File: config.mk
export PLATFORM = sky130hd
export DESIGN_NAME = sccb_target
export DESIGN_NICKNAME = d
export VERILOG_FILES = /design/src/rtl/sccb_target.sv
export SDC_FILE = /design/constraint.sdc
export NUM_CORES = 1
export LEC_CHECK = 0
export CAP_MARGIN = 30
export CORE_MARGIN = 3
export CORE_UTILIZATION = 35
export CTS_BUF_LIST = sky130_fd_sc_hd__clkbuf_8 sky130_fd_sc_hd__clkbuf_16
export DETAILED_ROUTE_END_ITERATION = 7
export HOLD_SLACK_MARGIN = 0.15
export PLACE_DENSITY = 0.59
export SLEW_MARGIN = 20
export SYNTH_ARGS = -nofsm -noshare
export SYNTH_HDL_FRONTEND = slang
export SYNTH_SLANG_ARGS = --single-unit
File: constraint.sdc
create_clock -name clk -period 2.65 [get_ports clk]
set_input_delay 0.6625 -clock clk [delete_from_list [all_inputs] [get_ports clk]]
set_output_delay 0.6625 -clock clk [all_outputs]
set_load 0.05 [all_outputs]
File: src/rtl/sccb_target.sv
// SCCB responder: oversampled SIO_C/SIO_D, start/stop detection, ID match, ACK,
// and a register-port handshake. Optional macro: SCCB_ADDR_INC_EN (auto-increment reg_addr).
module sccb_target #(
    parameter int ADDR16      = 1,
    parameter int SYNC_STAGES = 2
) (
    input  logic        clk,
    input  logic        rst,
    input  logic [6:0]  dev_id,
    input  logic        sccb_clk,
    input  logic        sccb_data_in,
    output logic        sccb_data_out,
    output logic        sccb_data_en,
    output logic [15:0] reg_addr,
    output logic [7:0]  reg_wdata,
    output logic        reg_wr,
    input  logic [7:0]  reg_rdata,
    output logic        busy,
    output logic [3:0]  dbg_state
);

    typedef enum logic [3:0] {
        S_IDLE   = 4'd0,
        S_ID     = 4'd1,
        S_SUB_H  = 4'd2,
        S_SUB_L  = 4'd3,
        S_WDATA  = 4'd4,
        S_RDATA  = 4'd5,
        S_ACK    = 4'd6,
        S_MACK   = 4'd7,
        S_IGNORE = 4'd8
    } state_t;

    logic [SYNC_STAGES-1:0] r_scl_sync;
    logic [SYNC_STAGES-1:0] r_sda_sync;
    logic                   r_scl_d;
    logic                   r_sda_d;

    state_t      r_state, w_state_nxt;
    state_t      r_ack_next, w_ack_next_nxt;
    logic [3:0]  r_bitcnt, w_bitcnt_nxt;
    logic [6:0]  r_shift, w_shift_nxt;
    logic        r_phase, w_phase_nxt;
    logic        r_busy, w_busy_nxt;
    logic        r_en, w_en_nxt;
    logic        r_out, w_out_nxt;
    logic [15:0] r_addr, w_addr_nxt;
    logic [7:0]  r_wdata, w_wdata_nxt;
    logic        r_wr, w_wr_nxt;

    logic       w_scl;
    logic       w_sda;
    logic       w_scl_rise;
    logic       w_scl_fall;
    logic       w_start;
    logic       w_stop;
    logic [7:0] w_byte;

`ifdef SCCB_ADDR_INC_EN
    function automatic logic [15:0] f_addr_inc(input logic [15:0] a);
        if (ADDR16 != 0)
            return a + 16'd1;
        else
            return {8'h00, a[7:0] + 8'd1};
    endfunction
`endif

    // Bus idles high, so the synchronizers reset to 1 to avoid a false start.
    always_ff @(posedge clk) begin
        if (rst) begin
            r_scl_sync <= '1;
            r_sda_sync <= '1;
            r_scl_d    <= 1'b1;
            r_sda_d    <= 1'b1;
        end else begin
            r_scl_sync <= {r_scl_sync[SYNC_STAGES-2:0], sccb_clk};
            r_sda_sync <= {r_sda_sync[SYNC_STAGES-2:0], sccb_data_in};
            r_scl_d    <= w_scl;
            r_sda_d    <= w_sda;
        end
    end

    assign w_scl      = r_scl_sync[SYNC_STAGES-1];
    assign w_sda      = r_sda_sync[SYNC_STAGES-1];
    assign w_scl_rise = w_scl & ~r_scl_d;
    assign w_scl_fall = ~w_scl & r_scl_d;
    assign w_start    = w_scl & r_scl_d & r_sda_d & ~w_sda;
    assign w_stop     = w_scl & r_scl_d & ~r_sda_d & w_sda;
    assign w_byte     = {r_shift, w_sda};

    always_ff @(posedge clk) begin
        if (rst) begin
            r_state    <= S_IDLE;
            r_ack_next <= S_IDLE;
            r_bitcnt   <= 4'd0;
            r_shift    <= 7'd0;
            r_phase    <= 1'b0;
            r_busy     <= 1'b0;
            r_en       <= 1'b0;
            r_out      <= 1'b0;
            r_addr     <= 16'd0;
            r_wdata    <= 8'd0;
            r_wr       <= 1'b0;
        end else begin
            r_state    <= w_state_nxt;
            r_ack_next <= w_ack_next_nxt;
            r_bitcnt   <= w_bitcnt_nxt;
            r_shift    <= w_shift_nxt;
            r_phase    <= w_phase_nxt;
            r_busy     <= w_busy_nxt;
            r_en       <= w_en_nxt;
            r_out      <= w_out_nxt;
            r_addr     <= w_addr_nxt;
            r_wdata    <= w_wdata_nxt;
            r_wr       <= w_wr_nxt;
        end
    end

    always_comb begin
        w_state_nxt    = r_state;
        w_ack_next_nxt = r_ack_next;
        w_bitcnt_nxt   = r_bitcnt;
        w_shift_nxt    = r_shift;
        w_phase_nxt    = r_phase;
        w_busy_nxt     = r_busy;
        w_en_nxt       = r_en;
        w_out_nxt      = r_out;
        w_addr_nxt     = r_addr;
        w_wdata_nxt    = r_wdata;
        w_wr_nxt       = 1'b0;
`ifdef SCCB_ADDR_INC_EN
        if (r_wr)
            w_addr_nxt = f_addr_inc(r_addr);
`endif
        if (w_start) begin
            w_state_nxt  = S_ID;
            w_bitcnt_nxt = 4'd0;
            w_phase_nxt  = 1'b0;
            w_en_nxt     = 1'b0;
            w_out_nxt    = 1'b0;
        end else if (w_stop) begin
            w_state_nxt  = S_IDLE;
            w_bitcnt_nxt = 4'd0;
            w_phase_nxt  = 1'b0;
            w_busy_nxt   = 1'b0;
            w_en_nxt     = 1'b0;
            w_out_nxt    = 1'b0;
        end else begin
            case (r_state)
                S_ID, S_SUB_H, S_SUB_L, S_WDATA: begin
                    if (w_scl_rise) begin
                        w_shift_nxt  = w_byte[6:0];
                        w_bitcnt_nxt = r_bitcnt + 4'd1;
                        if (r_bitcnt == 4'd7) begin
                            w_bitcnt_nxt = 4'd0;
                            w_phase_nxt  = 1'b0;
                            w_state_nxt  = S_ACK;
                            case (r_state)
                                S_ID: begin
                                    if (w_byte[7:1] == dev_id) begin
                                        w_busy_nxt     = 1'b1;
                                        w_ack_next_nxt = w_byte[0] ? S_RDATA :
                                                         ((ADDR16 != 0) ? S_SUB_H : S_SUB_L);
                                    end else begin
                                        w_state_nxt = S_IGNORE;
                                    end
                                end
                                S_SUB_H: begin
                                    w_addr_nxt[15:8] = w_byte;
                                    w_ack_next_nxt   = S_SUB_L;
                                end
                                S_SUB_L: begin
                                    w_addr_nxt[7:0] = w_byte;
                                    if (ADDR16 == 0)
                                        w_addr_nxt[15:8] = 8'h00;
                                    w_ack_next_nxt = S_WDATA;
                                end
                                default: begin
                                    w_wdata_nxt    = w_byte;
                                    w_wr_nxt       = 1'b1;
                                    w_ack_next_nxt = S_WDATA;
                                end
                            endcase
                        end
                    end
                end
                // Phase 0 waits for the fall that starts the ACK slot, phase 1 for the one ending it.
                S_ACK: begin
                    if (w_scl_fall) begin
                        if (!r_phase) begin
                            w_en_nxt    = 1'b1;
                            w_out_nxt   = 1'b0;
                            w_phase_nxt = 1'b1;
                        end else begin
                            w_en_nxt     = 1'b0;
                            w_out_nxt    = 1'b0;
                            w_phase_nxt  = 1'b0;
                            w_bitcnt_nxt = 4'd0;
                            w_state_nxt  = r_ack_next;
                            if (r_ack_next == S_RDATA) begin
                                w_en_nxt    = 1'b1;
                                w_out_nxt   = reg_rdata[7];
                                w_shift_nxt = reg_rdata[6:0];
                            end
                        end
                    end
                end
                S_RDATA: begin
                    if (w_scl_rise) begin
                        w_bitcnt_nxt = r_bitcnt + 4'd1;
                    end else if (w_scl_fall) begin
                        if (r_bitcnt == 4'd8) begin
                            w_en_nxt    = 1'b0;
                            w_out_nxt   = 1'b0;
                            w_phase_nxt = 1'b0;
                            w_state_nxt = S_MACK;
                        end else begin
                            w_out_nxt   = r_shift[6];
                            w_shift_nxt = {r_shift[5:0], 1'b0};
                        end
                    end
                end
                S_MACK: begin
                    if (w_scl_rise && !r_phase) begin
                        w_phase_nxt = 1'b1;
`ifdef SCCB_ADDR_INC_EN
                        w_addr_nxt = f_addr_inc(r_addr);
`endif
                        if (w_sda)
                            w_state_nxt = S_IGNORE;
                    end else if (w_scl_fall && r_phase) begin
                        w_phase_nxt  = 1'b0;
                        w_bitcnt_nxt = 4'd0;
                        w_state_nxt  = S_RDATA;
                        w_en_nxt     = 1'b1;
                        w_out_nxt    = reg_rdata[7];
                        w_shift_nxt  = reg_rdata[6:0];
                    end
                end
                S_IGNORE: begin
                    w_en_nxt  = 1'b0;
                    w_out_nxt = 1'b0;
                end
                S_IDLE: begin
                    w_en_nxt = 1'b0;
                end
                default: begin
                    w_state_nxt = S_IDLE;
                end
            endcase
        end
    end

    assign sccb_data_out = r_out;
    assign sccb_data_en  = r_en;
    assign reg_addr      = r_addr;
    assign reg_wdata     = r_wdata;
    assign reg_wr        = r_wr;
    assign busy          = r_busy;
    assign dbg_state     = r_state;

endmodule

**After elaboration in Yosys (flattened, before gate mapping)**

Index checks and enable logic that the tools add are counted.

- Output and inout port bits: 32
- Register bits after elaboration: 54
- Input bits: 19
- Word-level logic and storage cells: 170

- Equality and inequality tests: 37
- Multiplexer cells: 68
- Bitwise logic cells: 18
- Reduce and logical (&&, ||, !) cells: 29
- Add/subtract/negate cells: 1

Operator list:

| cell | number |
|---|---|
| two-way mux 4 bit | 20 |
| two-way mux 7 bit | 9 |
| AND reduction 6 bit | 6 |
| two-way mux 1 bit | 31 |
| != test 4 bit, second input constant | 7 |
| one-hot mux 7 bit (4 select lines) | 1 |
| != test 2 bit, second input constant | 13 |
| == test 4 x 3 -> 1 bit, second input constant | 6 |
| one-hot mux 4 bit (5 select lines) | 1 |
| AND reduction 10 bit | 2 |
| one-hot mux 4 bit (4 select lines) | 1 |
| AND reduction 7 bit | 2 |
| one-hot mux 1 bit (4 select lines) | 3 |
| AND reduction 12 bit | 1 |
| nonzero test 4 bit | 3 |
| inverter 1 bit | 11 |
| != test 5 bit, second input constant | 2 |
| nonzero test 2 bit | 5 |
| == test 4 x 2 -> 1 bit, second input constant | 2 |
| == test 4 bit, second input constant | 2 |
| one-hot mux 4 bit (2 select lines) | 1 |
| AND reduction 8 bit | 1 |
| bitwise AND 1 bit | 7 |
| == test 7 bit | 1 |
| other kinds (12) | 15 |

**Longest topological paths before layout**

- Depth after elaboration: 8
- Mapped depth: 8
- Gate-level depth less buffers: 7

**Worst setup path before layout**

Ideal clock, no wire load.

- Path type: reg2reg
- Start point: register r_state[1], in the netlist dbg_state[1]
- End point: register r_ack_next[2]
- Slack: 437 ps
- Clock period less this slack: 2213 ps
- Cell stages (with the launch flop): 8
- Arrival: 2096 ps
- Library setup time: 118 ps
- Required time: 2532 ps
- Buffers on the path: 2
- Cell sequence: dfxtp_1 > buf_2 > nor3b_1 > and4b_1 > buf_2 > a21o_1 > or2_2 > o2111a_1

- Longest elaborated chain between the ends: 3
- Elaborated cells on any way between the ends: 8
- Classes of those cells: eq/ne: 5; mux: 1; reduce/logical: 2

RTL lines:

| element | line | source |
|---|---|---|
| from (decl) | 39 | `state_t r_state, w_state_nxt;` |
| from (signal assigned) | 105 | `r_state <= w_state_nxt;` |
| == test 4 x 1 -> 1 bit (tied with other cells) | 149, 158 |  |
| != test 2 bit (no source line) / OR reduction 4 bit (equally long branches) | -- |  |
| AND reduction 6 bit (no source line) | -- |  |
| to (signal assigned) | 106 | `r_ack_next <= w_ack_next_nxt;` |
| to (decl) | 40 | `state_t r_ack_next, w_ack_next_nxt;` |

Parallel ways exist; a longest one is shown, timed or not.
A chain may end at the register's enable or synchronous reset.

**Worst setup path after layout**

- Start point: register r_state[2], in the netlist dbg_state[2]
- End point: output dbg_state[2]

RTL lines:

| element | line | source |
|---|---|---|
| to (decl) | 19 | `output logic [3:0] dbg_state` |

No word-level cell between the ends.

==> results.txt <==
Status: complete, no violations
Combinational family with the most area after synthesis: simple AND/OR/NAND/NOR gates
Final setup vio count: 0
Final Non-Filler Cells: 482
Total GRT Usage: 0.183
Placed Area: 0.00345 mm2
CTS buffer count: 5
CP Launch Type: flop
Core Box Area: 0.00749 mm2
H-tree Lvls: 2
Post-synthesis mux area share: 0.0825
DIE WIDTH: 95.3 um
Synth area leaders: dfxtp_1 38%, mux2i_1 8.3%, a21oi_1 5.6%
Maximum VDD drop: 234 uV
Die height: 95.3 um
Max cap viols: 0
Commonest cells in the netlist: 53 x dfxtp_1, 31 x a21oi_1, 30 x nor2_1, 23 x mux2i_1, 20 x nand2_1
Period utilization: 0.955
Fillers: 725
Clock root buffer: clkbuf_8
RR Endpoint: dbg_state[2]
Effective utilization at floorplan: 0.373
Crit-path max FO: 9
XOR/XNOR share of the synthesized area: 0.0314
Resized cells post-CTS: 0
Seq/Total Area, Yosys: 0.380
Most used standard cell by instance count after synthesis: dfxtp_1
Vias in the first global route: 2523
Syn Area/Cell: 8.53 um2
Io pins: 51
Vias/cell: 5.46
DP Wirelength: 5.84 mm
RSZ-0062 raised after global routing: no
Layout cells sized above 1: 0.112
Hold-fix buffer count after cts: 0
Synth async-reset ratio: 0
Inserted Diodes: 0
Full die area: 0.00908 mm2
Max Slew Vio Count: 0
Adder-cell area share of the yosys netlist: 0.00897
WHS: 0.412 ns
EDFF count, synth: 0
Kind of critical path: reg -> out
CTS tree: yes
Synthesized area: 0.00279 mm2
Relative slew slack: 0.584
Placed cells: 474
Setup TNS: 0 ns
Clock skew: 0.00796 ns
Post-route cell area: 0.00354 mm2
Layout area overhead: 26.9%
Cell Chain, Critical Path: buf_4, clkdlybuf4s50_1
Max Clk Rate: 395 MHz
Worst Reg-to-Reg Cells: 7
GRT Residual Overflow: 0
Clock-pin slew on the worst setup and hold paths: 0.11 ns
Post-DRT Antenna Nets: 0
Mean routed wirelength per cell: 16.6 um
Setup Slack @ Placement: 0.201 ns
Synth Warn #: 0
Vias post-DR: 2632
Buffers added on ports: 50
Post-route setup slack: 0.120 ns
Worst EP required: 1.99 ns
Largest net degree at the start of global routing: 41
Worst r2r src: r_bitcnt[0]
Top FF cell, synth: dfxtp_1
Clk_lat worst skew: 0.31 ns
Tmin final: 2.53 ns
Worst-margin pin slew: 0.619 ns
Crit end category: output port
First-pass GRT wire length: 12.9 mm
Clock Path Buffers: 2
Clock sink count: 53
Synth Area in Compound Gates: 0.196
Critical Path End: dbg_state[2]
Drt pass-1 iters: 4
CP max stage delay: 0.80 ns
Final Hold Fails: 0
Nets: 403
Dominant cell type by area after synthesis: dfxtp_1
Worst Hold Class: reg -> reg
Syn Inst Count: 327
GPL Wtd Cong: 0.896
1st-iter DRT viols: 208
Drt total wl: 8.02 mm
DRC: 0
Max stage delay cell, worst path: clkdlybuf4s50_1
Synthesis-stage register bit count: 53
# rows: 31
Unique masters post-synth: 56
Worst EP arrival: 1.87 ns
Antenna violations before repair: 0
Syn nets: 348
Cell Pwr Density: 395 mW/mm2
Static leakage: 1.25 nW
Setup repair bufs after CTS: 0
Share of the synthesized area in the top cell type: 0.380
Critical path startpoint: dbg_state[2]
Flop-to-flop setup slack: 0.45 ns
Simple-gate share of the synthesized area: 0.253
[how the worst min path moves through the flow]
| stage | startpoint | endpoint | slack [ns] | cells after the start |
|---|---|---|---|---|
| 4_1_cts | r_sda_sync[0] | r_sda_sync[1] | 0.41 | 1 |
| 3_5_place_dp | r_scl_sync[0] | r_scl_sync[1] | 0.39 | 1 |
| 6_report | r_sda_sync[0] | r_sda_sync[1] | 0.41 | 1 |
| 2_1_floorplan | r_scl_sync[0] | r_scl_sync[1] | 0.39 | 1 |
| 3_3_place_gp | r_scl_sync[0] | r_scl_sync[1] | 0.40 | 1 |
| 5_1_grt | r_sda_sync[0] | r_sda_sync[1] | 0.42 | 1 |
[registers in the layout, summed over array words and instances, names as in the netlist, 2 cells and up]
signal	cells
r_scl_sync	2
reg_addr	16
reg_wdata	8
dbg_state	4
r_sda_sync	2
r_ack_next	3
r_bitcnt	4
r_shift	7
[cell families (layout without fill, tap and decap cells)]
group / Yosys count / after routing
mux: 23 / 23
fa+ha+maj: 2 / 2
simple gates: 124 / 124
buf+inv: 30 / 86
xor+xnor: 10 / 10
flops: 53 / 53
compound gates: 85 / 85
[cells in the final DEF, fill, tap and decap left out, types with 2 or more instances in the layout]
cell type / Yosys / routed
o31ai_1: 2 / 2
nor3_1: 3 / 3
or3b_1: 2 / 2
nor2_1: 30 / 30
a22oi_1: 4 / 4
clkbuf_8: 0 / 5
buf_4: 0 / 21
and3b_1: 2 / 2
nand4b_1: 2 / 2
inv_1: 8 / 9
a31oi_1: 4 / 4
and4b_1: 2 / 2
or3_1: 3 / 3
a311oi_1: 7 / 7
a211o_1: 3 / 3
ha_1: 2 / 2
nand2b_1: 4 / 4
nor4_1: 3 / 3
dfxtp_1: 53 / 53
o21ai_0: 13 / 13
a211oi_1: 2 / 2
nand2_1: 20 / 20
o211ai_1: 4 / 4
nor2b_1: 7 / 7
nor3b_1: 2 / 2
a21o_1: 3 / 3
nand3_1: 15 / 15
mux2i_1: 23 / 23
a21oi_1: 31 / 31
clkdlybuf4s50_1: 0 / 48
or4_1: 4 / 4
o221ai_1: 2 / 2
nand3b_1: 6 / 6
xnor2_1: 10 / 10
or2_2: 7 / 7
nor4_2: 2 / 2
[where the power goes]
group	internal, mW	leakage (nW)	switching, mW
clock network	0.186	0.0497	0.287
registers	0.804	0.428	0.00935
logic	0.0548	0.773	0.0567
[critical path: cells and delay by family, from the launching register on]
kind | cells | cell delay (ns)
flip-flops | 1 | 0.54
buffers and inverters | 2 | 1.02
[metal layers]
metal,up-vias,wire (um),global-route usage
met2,86,3520,0.276
li1,1304,-,-
met5,-,0,0
met4,0,185,0.0637
met1,1227,3770,0.251
met3,15,543,0.0497
[per-stage QoR]
step	power, mW	utilization
3_5_place_dp	0.944	0.461
6_report	1.40	0.473
2_1_floorplan	0.886	-
3_3_place_gp	0.943	0.461
5_1_grt	1.45	0.473
4_1_cts	1.42	0.473
[layout make-up]
class,instances,area [um2],area share
timing repair buffer,70,643,0.182
inverter,8,30.0,0.00848
clock buffer,5,68.8,0.0194
tap,99,124,0.0350
sequential,53,1060,0.300
clock inverter,3,17.5,0.00495
multi-input combinational,244,1600,0.451
(Power assumes the default switching activity.)
